$ cat config.mk
export PLATFORM = sky130hd
export DESIGN_NAME = chitchat_tx_multi
export DESIGN_NICKNAME = d
export VERILOG_FILES = /design/src/rtl/chitchat_pkg.sv /design/src/rtl/chitchat_crc16_d16.sv /design/src/rtl/chitchat_tx_multi.sv
export SDC_FILE = /design/constraint.sdc
export NUM_CORES = 1
export LEC_CHECK = 0
export ABC_CLOCK_PERIOD_IN_PS = 4610
export BUFFER_PORTS_ARGS = -buffer_cell sky130_fd_sc_hd__buf_2
export CORE_ASPECT_RATIO = 1.1
export CORE_MARGIN = 1
export CORE_UTILIZATION = 57
export CTS_CLUSTER_SIZE = 16
export DETAILED_ROUTE_END_ITERATION = 10
export HOLD_SLACK_MARGIN = 0.03
export PLACE_DENSITY = 0.78
export SETUP_SLACK_MARGIN = 0.1
export SYNTH_ARGS = -nofsm -noshare
export SYNTH_HDL_FRONTEND = slang
export SYNTH_HIERARCHICAL = 1
export SYNTH_SLANG_ARGS = --single-unit
$ cat constraint.sdc
create_clock -name clk -period 4.61 [get_ports clk]
set_input_delay 0.461 -clock clk [delete_from_list [all_inputs] [get_ports clk]]
set_output_delay 0.461 -clock clk [all_outputs]
set_load 0.005 [all_outputs]
$ cat src/rtl/chitchat_pkg.sv
// Shared definitions for the Chitchat framer family: lane constants,
// CRC parameters, the TX state encoding and the frame-length helper.
package chitchat_pkg;

  localparam logic [15:0] COMMA_WORD = 16'h50BC;
  localparam logic [1:0]  COMMA_K    = 2'b01;
  localparam logic [15:0] CRC_INIT   = 16'hFFFF;
  localparam logic [15:0] CRC_POLY   = 16'h1021;

  typedef enum logic [2:0] {
    ST_IDLE,
    ST_COMMA,
    ST_HDR,
    ST_FCNT,
    ST_LBCK,
    ST_MASK,
    ST_DATA,
    ST_CRC
  } chitchat_state_e;

  // Comma, header, counter, loopback, mask, 2 words per channel, CRC.
  function automatic int frame_len(input int n_ch);
    return 6 + 2 * n_ch;
  endfunction

endpackage

$ cat src/rtl/chitchat_crc16_d16.sv
// CRC-16-CCITT advanced by one 16-bit word per call, MSB first; shared by
// the TX framer and the RX checker.
module chitchat_crc16_d16
  import chitchat_pkg::*;
(
  input  logic [15:0] crc_in,
  input  logic [15:0] d,
  output logic [15:0] crc_out
);

  always_comb begin
    crc_out = crc_in;
    for (int i = 15; i >= 0; i--) begin
      if (crc_out[15] ^ d[i]) begin
        crc_out = {crc_out[14:0], 1'b0} ^ CRC_POLY;
      end else begin
        crc_out = {crc_out[14:0], 1'b0};
      end
    end
  end

endmodule

$ cat src/rtl/chitchat_tx_multi.sv
// N-channel Chitchat transmit framer: latches per-channel words, snapshots
// them at each frame start and serialises a CRC-protected frame on a GTX lane.
module chitchat_tx_multi
  import chitchat_pkg::*;
#(
  parameter int         N_CH             = 2,
  parameter logic [3:0] PROTOCOL_VER     = 4'd2,
  parameter logic [2:0] TX_GATEWARE_TYPE = 3'd0
) (
  input  logic                 clk,
  input  logic                 rst,
  input  logic                 tx_transmit_en,
  input  logic [2:0]           tx_location,
  input  logic [N_CH-1:0]      tx_valid,
  input  logic [32*N_CH-1:0]   tx_data,
  input  logic [15:0]          tx_loopback_frame_counter,
  output logic [15:0]          gtx_d,
  output logic [1:0]           gtx_k,
  output logic                 tx_send,
  output logic [15:0]          local_frame_counter
);

  localparam int IDX_W = (N_CH > 1) ? $clog2(2 * N_CH) : 1;
  // Last DATA slot sits one word before the CRC, which closes the frame.
  localparam logic [IDX_W-1:0] LAST_IDX = IDX_W'(frame_len(N_CH) - 7);
  localparam logic [3:0]       NCH_M1   = 4'(N_CH - 1);

  chitchat_state_e     state_q, state_d;
  logic [IDX_W-1:0]    idx_q, idx_d;
  logic [15:0]         fcnt_q, fcnt_d;
  logic [15:0]         crc_q, crc_d, crc_next;
  logic [15:0]         lane_q, lane_d;
  logic [1:0]          lane_k_q, lane_k_d;
  logic                send_q, send_d;
  logic [32*N_CH-1:0]  hold_q, hold_d;
  logic [N_CH-1:0]     fresh_q, fresh_d;
  logic [15:0]         frame_q [2*N_CH];
  logic [15:0]         frame_d [2*N_CH];
  logic [N_CH-1:0]     mask_q, mask_d;
  logic [2:0]          loc_q, loc_d;
  logic [15:0]         lbck_q, lbck_d;

  assign gtx_d               = lane_q;
  assign gtx_k               = lane_k_q;
  assign tx_send             = send_q;
  assign local_frame_counter = fcnt_q;

  // A valid in the snapshot cycle refills fresh for the following frame.
  always_comb begin
    hold_d  = hold_q;
    fresh_d = (state_q == ST_COMMA) ? '0 : fresh_q;
    for (int c = 0; c < N_CH; c++) begin
      if (tx_valid[c]) begin
        hold_d[32*c +: 32] = tx_data[32*c +: 32];
        fresh_d[c]         = 1'b1;
      end
    end
  end

  always_comb begin
    frame_d = frame_q;
    mask_d  = mask_q;
    loc_d   = loc_q;
    lbck_d  = lbck_q;
    if (state_q == ST_COMMA) begin
      for (int i = 0; i < 2 * N_CH; i++) begin
        frame_d[i] = hold_q[16*i +: 16];
      end
      mask_d = fresh_q;
      loc_d  = tx_location;
      lbck_d = tx_loopback_frame_counter;
    end
  end

  always_comb begin
    state_d  = state_q;
    idx_d    = idx_q;
    fcnt_d   = fcnt_q;
    send_d   = 1'b0;
    lane_d   = COMMA_WORD;
    lane_k_d = 2'b00;
    unique case (state_q)
      ST_IDLE: begin
        lane_k_d = COMMA_K;
        if (tx_transmit_en) state_d = ST_COMMA;
      end
      ST_COMMA: begin
        lane_k_d = COMMA_K;
        send_d   = 1'b1;
        state_d  = ST_HDR;
      end
      ST_HDR: begin
        lane_d  = {PROTOCOL_VER, TX_GATEWARE_TYPE, loc_q, 2'b00, NCH_M1};
        state_d = ST_FCNT;
      end
      ST_FCNT: begin
        lane_d  = fcnt_q;
        state_d = ST_LBCK;
      end
      ST_LBCK: begin
        lane_d  = lbck_q;
        state_d = ST_MASK;
      end
      ST_MASK: begin
        lane_d  = 16'(mask_q);
        idx_d   = '0;
        state_d = ST_DATA;
      end
      ST_DATA: begin
        lane_d = frame_q[idx_q];
        if (idx_q == LAST_IDX) state_d = ST_CRC;
        else                   idx_d   = idx_q + 1'b1;
      end
      ST_CRC: begin
        lane_d  = crc_q;
        fcnt_d  = fcnt_q + 16'd1;
        state_d = tx_transmit_en ? ST_COMMA : ST_IDLE;
      end
      default: state_d = ST_IDLE;
    endcase
  end

  chitchat_crc16_d16 u_crc (
    .crc_in  (crc_q),
    .d       (lane_d),
    .crc_out (crc_next)
  );

  always_comb begin
    crc_d = crc_q;
    case (state_q)
      ST_IDLE, ST_COMMA:                          crc_d = CRC_INIT;
      ST_HDR, ST_FCNT, ST_LBCK, ST_MASK, ST_DATA: crc_d = crc_next;
      default:                                    crc_d = crc_q;
    endcase
  end

  always_ff @(posedge clk or posedge rst) begin
    if (rst) begin
      state_q  <= ST_IDLE;
      idx_q    <= '0;
      fcnt_q   <= '0;
      crc_q    <= CRC_INIT;
      lane_q   <= COMMA_WORD;
      lane_k_q <= COMMA_K;
      send_q   <= 1'b0;
      hold_q   <= '0;
      fresh_q  <= '0;
    end else begin
      state_q  <= state_d;
      idx_q    <= idx_d;
      fcnt_q   <= fcnt_d;
      crc_q    <= crc_d;
      lane_q   <= lane_d;
      lane_k_q <= lane_k_d;
      send_q   <= send_d;
      hold_q   <= hold_d;
      fresh_q  <= fresh_d;
    end
  end

  // Snapshot copies are fully rewritten every frame start, so no reset.
  always_ff @(posedge clk) begin
    frame_q <= frame_d;
    mask_q  <= mask_d;
    loc_q   <= loc_d;
    lbck_q  <= lbck_d;
  end

endmodule
Word-level counts from Yosys, hierarchy flattened. Cells that the tools add are included.

Bits in registers: 207. Input port bits: 88.

$add $sub $neg: 2. Magnitude comparators: 1. Eq/ne operators: 11. Multiplexer cells: 32. Bitwise gates (word level): 33. Reduce and logical (&&, ||, !) cells: 9.

Operators with widths (number): $mux W13 (16); $pmux W16 S6 (1); $not A3 Y3 (16); $bmux W16 S2 (1); $mux W16 (2); $pmux W16 S2 (1); $pmux W3 S8 (1); $add A16 B1 Y16 const B (1); $xor A1 B1 Y1 (16); $eq A3 B3 Y1 const B (4); $reduce_bool A2 Y1 (4); $eq A3 B2 Y1 const B (2); $mux W3 (2); $ne A2 B2 Y1 const B (3); $mux W1 (5); $reduce_or A5 Y1 (1); $mux W2 (2); $pmux W2 S2 (1); $reduce_and A2 Y1 (2); $eq A3 B1 Y1 const B (1); $ge A3 B3 Y1 const B (1); $logic_not A3 Y1 (1); $not A2 Y3 (1); $add A2 B1 Y2 const B (1); other kinds (2) (2).

Longest topological paths before layout. Gate-level depths: netlist (run 1).

Depth in word-level cells: 38. Gate-level depth with buffers: 12.

Hierarchy. The synthesis (run 1) kept the hierarchy.

Modules (own cells, without submodules): chitchat_tx_multi (times used 1, cells each 502, area an instance 8261.7 µm²); chitchat_crc16_d16 (times used 1, cells each 50, area an instance 559.3 µm²).

Worst setup path after synthesis (run 1). Ideal clock, no wire load.

Kind: register to register. From: reg state_q[1]. To: reg frame_q[0] (netlist bit) (enable). Setup time: 0.439 ns. Data arrival time: 2.539 ns. Data required time: 4.171 ns. Path slack: 1.632 ns. Stages on the path, launching flop included: 5. Clock period less this slack: 2.978 ns. Cell sequence: dfrtp_1 -> inv_1 -> ha_1 -> nand2_1 -> inv_1.

Word-level cells in the longest chain between the ends: 1.

Ends and longest elaborated chain: start: declaration (RTL line chitchat_tx_multi.sv:28) `chitchat_state_e state_q, state_d;`; start signal: assignment (RTL line chitchat_tx_multi.sv:150) `state_q <= state_d;`; $eq A3 B1 Y1 (RTL line chitchat_tx_multi.sv:65) `if (state_q == ST_COMMA) begin`; end signal: assignment (RTL line chitchat_tx_multi.sv:164) `frame_q <= frame_d;`; end: declaration (RTL line chitchat_tx_multi.sv:37) `logic [15:0] frame_q [2*N_CH];`.

Every way passes these cells. A chain may end at the register's enable or synchronous reset.

Worst setup path after layout (run 1).
From: reg state_q[0]. To: reg crc_q[7].

Elaborated cells between the ends (all ways): 39. Classes of those cells: eq/ne (7); mux (18); bitwise (10); reduce/logical (4).

RTL lines: $eq A3 B3 Y1 / $eq A3 B2 Y1 (equally long branches) (RTL line chitchat_tx_multi.sv:82) `unique case (state_q)`; $pmux W16 S6 (*) (RTL line chitchat_tx_multi.sv:82); via lane_d[14] (RTL line chitchat_tx_multi.sv:32) `logic [15:0] lane_q, lane_d;`; $xor A1 B1 Y1 (*) (RTL line chitchat_crc16_d16.sv:14) `if (crc_out[15] ^ d[i]) begin`; $mux W13 (*) (RTL line chitchat_crc16_d16.sv:14); $xor A1 B1 Y1 (*) (RTL line chitchat_crc16_d16.sv:14); $mux W13 (*) (RTL line chitchat_crc16_d16.sv:14); $xor A1 B1 Y1 (*) (RTL line chitchat_crc16_d16.sv:14); $mux W13 (*) (RTL line chitchat_crc16_d16.sv:14); $xor A1 B1 Y1 (*) (RTL line chitchat_crc16_d16.sv:14); $mux W13 (*) (3 in a row) (RTL line chitchat_crc16_d16.sv:14); via crc_next[7] (RTL line chitchat_tx_multi.sv:31) `logic [15:0] crc_q, crc_d, crc_next;`; $pmux W16 S2 (*) (RTL line chitchat_tx_multi.sv:131) `case (state_q)`; end signal: assignment (RTL line chitchat_tx_multi.sv:153) `crc_q <= crc_d;`; end: declaration (RTL line chitchat_tx_multi.sv:31).

The timed path passes the listed nets; every way through them passes the cells marked *.

==> key figures, run 1 <==
Outcome
  – Outcome: finished clean

Routing
  – DR WL/cell: approximately 20 µm
  – DR iter-0 viols: around 320
  – Total wire length: around 18000 µm
  – DRT Pass-1 Iters: 5
  – Routed vias: 5085
  – Routed Antenna Nets: 0
  – DR vias/cell: about 5.7
  – Drt drc: 0

Synth
  – Netlist Area Pre-Place: around 9000 µm²
  – Synthesis-stage register bit count: 206
  – Post-synth cell types: 56
  – Post-synth top cells: 97 x dfrtp_1, 85 x edfxtp_1, 73 x mux2_2
  – Prevailing post-synth register cell: dfrtp_1
  – Area leader, netlist: edfxtp_1
  – Most common cell in the netlist: dfrtp_1
  – Register area share after synthesis: roughly 64%
  – Syn Area/Cell: about 16 µm²
  – Synth Net Count: 646
  – Asr flop ratio synth: 58.74%
  – Top cells by area, synth: edfxtp_1 29%, dfrtp_1 28%, mux2_2 9.3%
  – Post-synth EDFFs: 85
  – Number of synthesis warnings: 6
  – Cells after Synth: 552
  – Top-area cell type share of the netlist area: 28.94%

Global route
  – Largest net degree at the start of global routing: 65
  – Grt ovf: 0
  – First-pass GRT wire length: around 28000 µm
  – Antenna violations before repair: 0
  – Total track usage: 23.14%
  – Number of global-route vias before repair: between 5000 and 6000

Timing
  – Normalized max-slew margin: between 20% and 30%
  – Max Clock Skew: ~10 ps
  – Final Hold Violating Endpoints: 0
  – RSZ-0062 raised after global routing: no
  – Pins Over Slew Limit: 0
  – Final setup violation count: 0
  – FMAX: approximately 0.27 GHz
  – Pin slew with the least headroom to its limit: approximately 1200 ps
  – Post-layout min period: between 3000 and 4000 ps
  – Final cycle utilization of the critical path: just over 80%
  – Setup TNS Final: 0 ps

Place
  – Routability cong.: between 0.9 and 1
  – Dpl hpwl: between 10000 and 15000 µm
  – IO buf count: between 100 and 150

Floorplan
  – I/O pin count: 123
  – Core ar.: roughly 15000 µm²
  – Die span in x: 120.6 µm
  – Die ar.: around 16000 µm²
  – Initial Util: between 50% and 60%
  – Die height: approximately 130 µm
  – Site row count: 47

Critical path
  – Crit Path Category: reg2reg
  – Critical Path RT: roughly 5000 ps
  – CP arrival: 4170 ps
  – Max FO, Critical Path: 21
  – Type of origin of the critical path: flop
  – CP delay by family, top: XOR/XNOR gates
  – WP buf/inv: 1
  – CP max stage delay: between 700 and 800 ps
  – Crit path max-delay cell type: ha_1
  – Crit end category: flop
  – Ordered list of cells on the worst path: inv_1, ha_1, nor2_2, o21ai_1, o2111ai_1, xor2_2, xnor3_2, xnor2_4, xor2_1, mux2_4

CTS
  – CTS clk-pin slew, worst paths: roughly 60 ps
  – Post-CTS setup buffers: 0
  – Post-CTS resize count: 0
  – TritonCTS clock tree: done
  – CTS buffer count: 22
  – Worst skew pair latency: roughly 500 ps
  – Sink Count: about 210
  – Htree depth: 1
  – Longest Clk Path Bufs: 3
  – CTS root buf: clkbuf_16

Layout
  – Total Nets Final: 770
  – Antenna diodes: 0
  – Fraction of final layout cells sized beyond drive strength 1: between 40 and 50%
  – Synth-to-Final Area Change: 16.82%

Run
  – Max cap viols: 0

Min path
  – Class of the worst hold path: in2reg
-- per-stage QoR --
stage | cell area [µm²] | worst slack, ps | instances | hold WS [ps] | util (%)
after detailed placement | 9550 | 943.4 | 847 | 319.2 | 63.19
after floorplan | 8821 | 974.5 | 552 | 421.0 | -
after global placement | 9550 | 1049 | 847 | 317.8 | 63.19
after global routing | 10300 | 614.7 | 888 | 121.2 | 68.18
after CTS | 10300 | 924.2 | 888 | 118.9 | 68.18
final | 10300 | 861.5 | 888 | 137.6 | 68.18
-- sequential cells by signal (all words and copies together), names as in the netlist --
name                 count
lbck_q                  16
gtx_d                   16
idx_q                    2
mask_q                   2
fresh_q                  2
crc_q                   16
local_frame_counter     16
hold_q                  64
gtx_k                    1
state_q                  3
loc_q                    3
tx_send                  1
frame_q                 64
-- cell type report --
type / instances / area, µm²
clock buffer: 27 / 643.1
multi-input combinational: 308 / 2995
timing repair buffer: 130 / 675.6
tap: 196 / 245.2
sequential: 206 / 5610
inverter: 8 / 33.78
clock inverter: 13 / 101.3
fill: 1011 / 4808
-- per-layer routing --
layer / vias up / track usage [%] / part of all wire, %
met5: - / 0 / 0
met4: 0 / 10.77 / 4.1
met3: 48 / 4.310 / 6.3
met2: 201 / 36.43 / 48
met1: 2547 / 31.47 / 41
li1: 2289 / - / -
-- worst register-to-register path, stage by stage (launching register included) --
cell       delay (ps)
dfrtp_1           420
inv_1             100
ha_1              720
nor2_2            120
o21ai_1           460
o2111ai_1         320
xor2_2            350
xnor3_2           570
xnor2_4           190
xor2_1            150
mux2_4            270
-- path summary, 6_finish.rpt --
path                                          startpoint                     end  slack (ps)  cells after the start
max reg2reg                       state_q[0]$_DFFE_PP0P_    crc_q[7]$_DFFE_PP1P_         860                     10
min in group asynchronous                            rst       tx_send$_DFF_PP0_         370                      3
max                               state_q[0]$_DFFE_PP0P_    crc_q[7]$_DFFE_PP1P_         860                     10
min                        tx_loopback_frame_counter[13]    lbck_q[13]$_DFFE_PP_         140                      1
min reg2reg                        hold_q[7]$_DFFE_PP0P_   frame_q[55]$_DFFE_PP_         440                      0
max in group asynchronous                            rst  hold_q[32]$_DFFE_PP0P_        3280                      4
-- layout by cell type (no fill, tap or decap), types with 5 or more instances in the layout --
| cell | netlist | final |
|---|---|---|
| ha_1 | 6 | 6 |
| nor2_1 | 9 | 9 |
| dfstp_2 | 24 | 24 |
| mux2_2 | 73 | 73 |
| clkbuf_16 | 0 | 25 |
| edfxtp_1 | 85 | 85 |
| buf_2 | 17 | 121 |
| nand3_1 | 18 | 18 |
| or2b_1 | 13 | 13 |
| clkinv_2 | 0 | 6 |
| inv_1 | 8 | 6 |
| o21ai_0 | 5 | 5 |
| a21oi_1 | 12 | 12 |
| mux4_2 | 8 | 8 |
| mux4_1 | 8 | 8 |
| nand2_1 | 17 | 17 |
| xor2_1 | 13 | 13 |
| buf_4 | 3 | 8 |
| o21ai_1 | 6 | 6 |
| mux2_4 | 10 | 10 |
| a221oi_1 | 6 | 6 |
| xnor2_1 | 42 | 42 |
| nand4_1 | 5 | 5 |
| dfrtp_1 | 97 | 97 |
-- logic make-up after synthesis --
kind of cell | Yosys count | share of synthesized area [%]
AOI/OAI and AO/OA | 59 | 4.766
xor gates and xnor gates | 65 | 7.830
adders and majority gates | 6 | 0.8510
buffers and inverters | 38 | 2.440
DFF | 206 | 63.60
muxes | 99 | 15.45
other | 1 | 0.04251
and+or+nand+nor | 78 | 5.021
-- repair_timing --
item	CTS	global route
setup endpoints to repair	0	0
hold buffers	1	0
hold endpoints to repair	1	0
Power of run 1 is not shown: default switching activity piles up to over one toggle a cycle in this logic, so the estimate is an artifact.
==> run 2, diff against run 1 <==
--- a/config.mk
+++ b/config.mk
@@ -5,15 +5,16 @@
 export SDC_FILE = /design/constraint.sdc
 export NUM_CORES = 1
 export LEC_CHECK = 0
-export ABC_CLOCK_PERIOD_IN_PS = 4610
+export ABC_AREA = 1
+export ABC_CLOCK_PERIOD_IN_PS = 3000
 export BUFFER_PORTS_ARGS = -buffer_cell sky130_fd_sc_hd__buf_2
 export CORE_ASPECT_RATIO = 1.1
 export CORE_MARGIN = 1
-export CORE_UTILIZATION = 57
+export CORE_UTILIZATION = 52
 export CTS_CLUSTER_SIZE = 16
 export DETAILED_ROUTE_END_ITERATION = 10
 export HOLD_SLACK_MARGIN = 0.03
-export PLACE_DENSITY = 0.78
+export PLACE_DENSITY = 0.75
 export SETUP_SLACK_MARGIN = 0.1
 export SYNTH_ARGS = -nofsm -noshare
 export SYNTH_HDL_FRONTEND = slang
==> constraint.sdc (replaced) <==
create_clock -name clk -period 3 [get_ports clk]
set_input_delay 0.3 -clock clk [delete_from_list [all_inputs] [get_ports clk]]
set_output_delay 0.3 -clock clk [all_outputs]
set_load 0.005 [all_outputs]
==> run 2 against run 1 <==
Die area is 12% higher. Sequential share of layout area is 6.5 points lower. First-iteration DRC count is 58% higher. Sequential cell count stayed put. Setup slack worse by 600 ps. Register-to-register slack worse by 600 ps. Synthesized cell count is 70% higher. Final cell count is 59% higher. Area after synthesis is 2.5% higher. Clock skew is 12 ps higher. Via count is 41% higher. Global-route usage is 2.3 points higher. Highest routed layer unchanged.
==> key figures, run 2 <==
Outcome
  – Outcome: finished clean

Pwr
  – Pwr dens: around 1200 nW/µm²
  – Gate power share: approximately 50%
  – LEAKAGE: 5.541 nW
  – Flop pwr share: a little under a third
  – Clock share of power: a little under a fifth
  – Int Power: approximately 8.4 mW
  – Net Sw Frac: approximately 41%
  – Net Switching: a little under 6 mW
  – Peak VDD IR: about 0.00074 V
  – Total Power: approximately 14 mW

Timing
  – Normalized max-slew margin: 28.12% (+5.4 points)
  – Pins Over Slew Limit: 0 (unchanged)
  – Worst Slack Setup Final: 260.9 ps (-600.5 ps)
  – Min Hold Slack: 36.49 ps (-101.1 ps)
  – Final setup violation count: 0 (unchanged)
  – Max Clock Skew: 22.46 ps (+12.35 ps)
  – FMAX: 0.3651 GHz (+37%)
  – Post-layout min period: 2739 ps (-1009 ps)
  – Final Hold Violating Endpoints: 0 (unchanged)
  – RSZ-0062 raised after global routing: no
  – Final cycle utilization of the critical path: 91.30% (+10 points)
  – Setup TNS Final: 0 ps (unchanged)
  – Pin slew with the least headroom to its limit: 1077 ps (-82.83 ps)

Synth
  – Register area share after synthesis: 62.08% (-1.5 points)
  – Netlist Area Pre-Place: 9037 µm² (+2.5%)
  – Top-area cell type share of the netlist area: 28.24% (-0.69 points)
  – Area leader, netlist: edfxtp_1
  – Syn Area/Cell: 9.614 µm² (-40%)
  – Number of synthesis warnings: 6 (unchanged)
  – Synth Net Count: 1034 (+60%)
  – Top cells by area, synth: edfxtp_1 28%, dfrtp_1 27%, nand2_1 15%
  – Cells after Synth: 940 (+70%)
  – Asr flop ratio synth: 58.74% (unchanged)
  – Post-synth top cells: 363 x nand2_1, 97 x dfrtp_1, 85 x edfxtp_1
  – Synthesis-stage register bit count: 206 (unchanged)
  – Post-synth cell types: 36 (-36%)
  – Most common cell in the netlist: nand2_1
  – Prevailing post-synth register cell: dfrtp_1
  – Post-synth EDFFs: 85 (unchanged)

Layout
  – Non-Filler Instances: 1409 (+59%)
  – Final core occ: 68.74% (+0.56 points)
  – Synth-to-Final Area Change: 29.43%
  – Area occupied by multi-input gates: 3167 µm² (+5.7%)
  – Reg area: 5613 µm² (about the same)
  – Largest regs: frame_q x64, hold_q x64
  – FILL cells: 1285 (+27%)
  – Most frequent cells in the layout: 354 x nand2_1, 121 x buf_2, 95 x dfrtp_1, 85 x edfxtp_1, 75 x dlygate4sd3_1
  – Commonest non-fill, non-tap cell in the layout: nand2_1
  – Design Area, Final: 11700 µm² (+14%)
  – Fraction of final layout cells sized beyond drive strength 1: 23.83% (-19 points)
  – Antenna diodes: 0 (unchanged)
  – Total Nets Final: 1254 (+63%)

CTS
  – CTS root buf: clkbuf_16
  – Longest Clk Path Bufs: 3 (unchanged)
  – CTS buffer count: 21 (-4.5%)
  – Sink Count: 206 (unchanged)
  – CTS clk-pin slew, worst paths: 70 ps (about the same)
  – Worst skew pair latency: 510 ps (about the same)
  – TritonCTS clock tree: done
  – Htree depth: 1 (unchanged)

Critical path
  – R2R Path End: crc_q[3]$_DFFE_PP1P_
  – Crit path max-delay cell type: dfrtp_1
  – Ordered list of cells on the worst path: buf_4, nor2_1, nor2_1, o21ai_1, nand2_1, nand2_1, nand4_1, inv_1, nand2_1, nand2_2, nand2_1, nand2_2, nand2_1, nand2_4, inv_2, nand2_1, nand2_1, o21ai_0, o21ai_1
  – Reg2Reg Setup Slack: 260 ps (-600 ps)
  – R2R cell count: 19 (+9)
  – CP max stage delay: 410 ps (-310 ps)
  – Type of origin of the critical path: flop
  – Critical Path RT: 3430 ps (-1610 ps)
  – CP arrival: 3170 ps (-1000 ps)
  – Crit Path Category: reg2reg
  – Worst r2r src: idx_q[0]$_DFFE_PP0P_
  – Max FO, Critical Path: 21 (unchanged)
  – Most used cell, CP: nand2_1
  – Crit end category: flop

Min path
  – Class of the worst hold path: in2reg
  – WHS Endpoint: hold_q[39]$_DFFE_PP0P_
  – Hold_sp: tx_data[39]
  – Hold depth: 3 (+2)

Place
  – Pre-CTS WS: 138.9 ps (-804.6 ps)
  – DP Area: 9948 µm² (+4.2%)
  – Routability cong.: 0.9065 (+0.11%)
  – Post-Place Cells: 1280 (+51%)
  – IO buf count: 121 (unchanged)
  – Dpl hpwl: 14440 µm (+20%)

Floorplan
  – Initial Util: 53.11% (-5.3 points)
  – I/O pin count: 123 (unchanged)
  – Die ar.: 17910 µm² (+12%)
  – Die span in x: 127.7 µm (+5.9%)
  – Site row count: 50 (+6.4%)
  – Die height: 140.3 µm (+5.9%)
  – Core ar.: 17020 µm² (+13%)

Routing
  – Routed vias: 7149 (+41%)
  – Total wire length: 22300 µm (+27%)
  – DR iter-0 viols: 501 (+58%)
  – DR WL/cell: 15.83 µm (-20%)
  – DR vias/cell: 5.074 (-11%)
  – Routed Antenna Nets: 0 (unchanged)
  – DRT Pass-1 Iters: 5 (unchanged)
  – Drt drc: 0 (unchanged)

Global route
  – Number of global-route vias before repair: 7075 (+36%)
  – Grt ovf: 0 (unchanged)
  – Total track usage: 25.41% (+2.3 points)
  – Largest net degree at the start of global routing: 86 (+32%)
  – First-pass GRT wire length: 35160 µm (+25%)
  – Antenna violations before repair: 0 (unchanged)

Run
  – Max cap viols: 0 (unchanged)
==> run 2: cell count changes in the layout (fill, tap and decap cells not counted), sizes merged, moves of 16 or more <==
cell	before	now
buf	129	153
dlygate4sd3	1	75
inv	7	59
mux2	83	0
mux4	16	0
nand2	17	381
nand3	19	36
nor2	11	73
o21ai	12	61
xnor2	45	15
==> run 2: kinds of logic (layout without fill, tap and decap cells) <==
family	after synthesis	in the layout	synth area share [%]
AO/OA/AOI/OAI	86	86	5.372
XOR/XNOR	38	38	3.932
adder cells (fa/ha/maj)	6	6	0.8307
buffers and inverters	96	331	4.444
flip-flops	206	206	62.08
other	1	1	0.04149
AND/OR/NAND/NOR	507	507	23.30
==> run 2: how the worst max path moves through the flow <==
stage / from / to / slack (ps) / cells after the start
floorplan: state_q[1]$_DFFE_PP0P_ / frame_q[0]$_DFFE_PP_ / 160 / 4
global placement: state_q[0]$_DFFE_PP0P_ / crc_q[15]$_DFFE_PP1P_ / 200 / 18
detailed placement: state_q[1]$_DFFE_PP0P_ / crc_q[15]$_DFFE_PP1P_ / 140 / 18
CTS: state_q[1]$_DFFE_PP0P_ / crc_q[8]$_DFFE_PP1P_ / 100 / 18
global route: state_q[0]$_DFFE_PP0P_ / crc_q[13]$_DFFE_PP1P_ / 70 / 17
finish: idx_q[0]$_DFFE_PP0P_ / crc_q[3]$_DFFE_PP1P_ / 260 / 19
==> run 2: repair_timing <==
action | CTS | global route
setup buffers | 0 | 14
cloned | 0 | 2
pin swaps | 0 | 12
gates resized for setup | 0 | 47
endpoints found under the hold margin | 170 | 1
setup endpoints to repair | 1 | 16
hold buffers | 74 | 1
==> run 2: power groups by stage <==
| stage | registers (mW) | clock network [mW] | logic, mW |
|---|---|---|---|
| after floorplan | 4.31 | 0 | 4.99 |
| after global placement | 4.39 | 0 | 6.42 |
| after detailed placement | 4.40 | 0 | 6.52 |
| after CTS | 4.35 | 2.74 | 6.62 |
| after global routing | 4.46 | 2.85 | 8.06 |
| final | 4.39 | 2.70 | 7.25 |
==> run 2: final cells by class <==
| cell class | count | share of cell area (%) |
|---|---|---|
| clock buffer | 26 | 4.824 |
| clock inverter | 12 | 1.316 |
| inverter | 63 | 2.161 |
| multi-input combinational | 638 | 27.07 |
| sequential | 206 | 47.98 |
| tap | 234 | 2.503 |
| timing repair buffer | 228 | 14.03 |
| timing repair inverter | 2 | 0.1070 |
==> run 2: layer usage <==
metal / routed length (µm) / up-vias / global-route usage (%)
li1: - / 3468 / -
met1: 8824 / 3322 / 31.46
met2: 11110 / 283 / 43.11
met3: 1310 / 76 / 3.972
met4: 1058 / 0 / 13.25
met5: 0 / - / 0
==> run 2: critical path, delay by kind of cell, from the launching register on <==
kind                   cells  cell delay (ps)
AOI/OAI and AO/OA          3              370
buffers and inverters      3              400
DFF                        1              410
and+or+nand+nor           13             1490
No activity file was read; power rests on OpenSTA's default activity.
==> run 3, diff against run 2 <==
--- a/config.mk
+++ b/config.mk
@@ -15,6 +15,7 @@
 export DETAILED_ROUTE_END_ITERATION = 10
 export HOLD_SLACK_MARGIN = 0.03
 export PLACE_DENSITY = 0.75
+export RECOVER_POWER = 25
 export SETUP_SLACK_MARGIN = 0.1
 export SYNTH_ARGS = -nofsm -noshare
 export SYNTH_HDL_FRONTEND = slang
==> run 3 against run 2 <==
Register-to-register slack barely moved. Clock skew shrank 0.91 ps. Sequential share of layout area hardly changed. Final area is essentially flat. Combinational power about the same. Wire length about the same. Critical endpoint is now crc_q[7]$_DFFE_PP1P_. Largest cell class unchanged. Largest power group unchanged.
==> key figures, run 3 (synthesis results as in run 2) <==
Pwr
  – Pwr dens: 1226 nW/µm² (about the same)
  – Total Power: 14.34 mW (about the same)
  – Peak VDD IR: 0.0007318 V (-0.92%)
  – LEAKAGE: 5.541 nW (about the same)

Timing
  – FMAX: 0.3652 GHz (about the same)
  – Setup TNS Final: 0 ps (unchanged)
  – Pin slew with the least headroom to its limit: 1067 ps (-10.23 ps)
  – Normalized max-slew margin: 28.80% (+0.68 points)
  – Pins Over Slew Limit: 0 (unchanged)
  – Final setup violation count: 0 (unchanged)
  – Post-layout min period: 2738 ps (-0.8780 ps)
  – Final cycle utilization of the critical path: 91.27% (about the same)
  – Final Hold Violating Endpoints: 0 (unchanged)
  – Worst Slack Setup Final: 261.8 ps (+0.8780 ps)
  – RSZ-0062 raised after global routing: no
  – Min Hold Slack: 36.40 ps (-0.08290 ps)
  – Max Clock Skew: 21.55 ps (-0.9093 ps)

CTS
  – TritonCTS clock tree: done
  – Longest Clk Path Bufs: 3 (unchanged)
  – CTS buffer count: 21 (unchanged)
  – Htree depth: 1 (unchanged)
  – Sink Count: 206 (unchanged)
  – Worst skew pair latency: 510 ps (about the same)
  – CTS root buf: clkbuf_16
  – CTS clk-pin slew, worst paths: 70 ps (about the same)

Run
  – Max cap viols: 0 (unchanged)

Layout
  – Synth-to-Final Area Change: 29.41% (about the same)
  – Fraction of final layout cells sized beyond drive strength 1: 23.83% (unchanged)
  – Commonest non-fill, non-tap cell in the layout: nand2_1
  – Largest regs: frame_q x64, hold_q x64
  – Non-Filler Instances: 1409 (unchanged)
  – FILL cells: 1286 (+0.078%)
  – Total Nets Final: 1254 (unchanged)
  – Antenna diodes: 0 (unchanged)
  – Most frequent cells in the layout: 354 x nand2_1, 121 x buf_2, 95 x dfrtp_1, 85 x edfxtp_1, 75 x dlygate4sd3_1

Global route
  – Antenna violations before repair: 0 (unchanged)
  – Grt ovf: 0 (unchanged)
  – Largest net degree at the start of global routing: 86 (unchanged)
  – Total track usage: 25.41% (unchanged)
  – First-pass GRT wire length: 35160 µm (unchanged)
  – Number of global-route vias before repair: 7075 (unchanged)

Critical path
  – Max FO, Critical Path: 7 (-67%)
  – Type of origin of the critical path: flop
  – Crit Path Category: reg2reg
  – Worst r2r src: state_q[0]$_DFFE_PP0P_
  – CP arrival: 3160 ps (about the same)
  – Worst Setup SP: state_q[0]$_DFFE_PP0P_
  – Crit end category: flop
  – Critical Path RT: 3420 ps (about the same)

Routing
  – DR iter-0 viols: 532 (+6.2%)
  – DR vias/cell: 5.072 (about the same)
  – Total wire length: 22310 µm (about the same)
  – Drt drc: 0 (unchanged)
  – DR WL/cell: 15.83 µm (about the same)
  – Routed vias: 7147 (-0.028%)
  – Routed Antenna Nets: 0 (unchanged)
  – DRT Pass-1 Iters: 5 (unchanged)

Floorplan
  – Initial Util: 53.11% (unchanged)
  – I/O pin count: 123 (unchanged)
  – Core ar.: 17020 µm² (unchanged)
  – Die ar.: 17910 µm² (unchanged)
  – Die height: 140.3 µm (unchanged)
  – Site row count: 50 (unchanged)
  – Die span in x: 127.7 µm (unchanged)

Outcome
  – Outcome: finished clean

Place
  – Dpl hpwl: 14440 µm (unchanged)
  – IO buf count: 121 (unchanged)
  – Post-Place Cells: 1280 (unchanged)
  – Pre-CTS WS: 138.9 ps (unchanged)
  – Routability cong.: 0.9065 (unchanged)

Min path
  – Hold_sp: tx_data[39]
  – Class of the worst hold path: in2reg
==> run 3: cell counts in the layout (fill, tap and decap cells not counted) <==
Identical to the previous run, type by type.
==> run 3: cell type report <==
class / instances / area (µm²) / area share [%]
clock buffer: 26 / 564.3 / 4.825
clock inverter: 12 / 153.9 / 1.316
inverter: 63 / 250.2 / 2.140
multi-input combinational: 638 / 3167 / 27.08
sequential: 206 / 5613 / 47.99
tap: 234 / 292.8 / 2.503
timing repair buffer: 228 / 1642 / 14.04
timing repair inverter: 2 / 12.51 / 0.1070
==> run 3: final timing paths <==
path                                           to  slack [ps]  cells after the start
setup / recovery             crc_q[7]$_DFFE_PP1P_         260                     16
max in group asynchronous      gtx_d[7]$_DFF_PP1_        2070                      4
hold reg to reg             frame_q[12]$_DFFE_PP_         440                      0
min in group asynchronous  fresh_q[0]$_DFFE_PP0P_         490                      4
setup reg to reg             crc_q[7]$_DFFE_PP1P_         260                     16
hold / removal             hold_q[39]$_DFFE_PP0P_          40                      3
==> run 3: repair_timing <==
action	4_1_cts	5_1_grt
cloned	0	2
hold buffers	74	1
endpoints found under the setup margin	1	16
pin swaps	0	12
buffers inserted	0	14
gates resized for setup	0	47
hold endpoints to repair	170	1
==> run 3: stage by stage <==
stage | util, % | cell area, µm²
after global routing | 68.73 | 11700
after floorplan | - | 9041
after detailed placement | 58.46 | 9948
final | 68.73 | 11700
after CTS | 67.04 | 11410
after global placement | 58.46 | 9948
==> run 3: metal layers <==
layer | part of all wire, % | GRT usage, % | vias up
met3 | 5.5 | 3.972 | 73
li1 | - | - | 3467
met1 | 40 | 31.46 | 3325
met2 | 50 | 43.11 | 282
met4 | 4.7 | 13.25 | 0
met5 | 0 | 0 | -
==> run 3: worst max-delay path: stages (launching register included) <==
cell and delay (ps):
dfrtp_1 400, inv_1 80, ha_2 220, nand2_4 120
clkinvlp_4 190, nand2_1 100, nand2_1 50, a21oi_1 210
nand3_1 220, xnor2_2 240, nand3b_1 190, nand2_2 110
nand2_1 120, nand2_2 80, nand2_1 60, nand2_1 40
o22a_1 210
==> run 3: power breakdown <==
part	internal [mW]	switching, mW	leakage, nW
combinational	2.84	4.42	2.94
sequential	3.96	0.426	2.25
clock	1.61	1.09	0.346
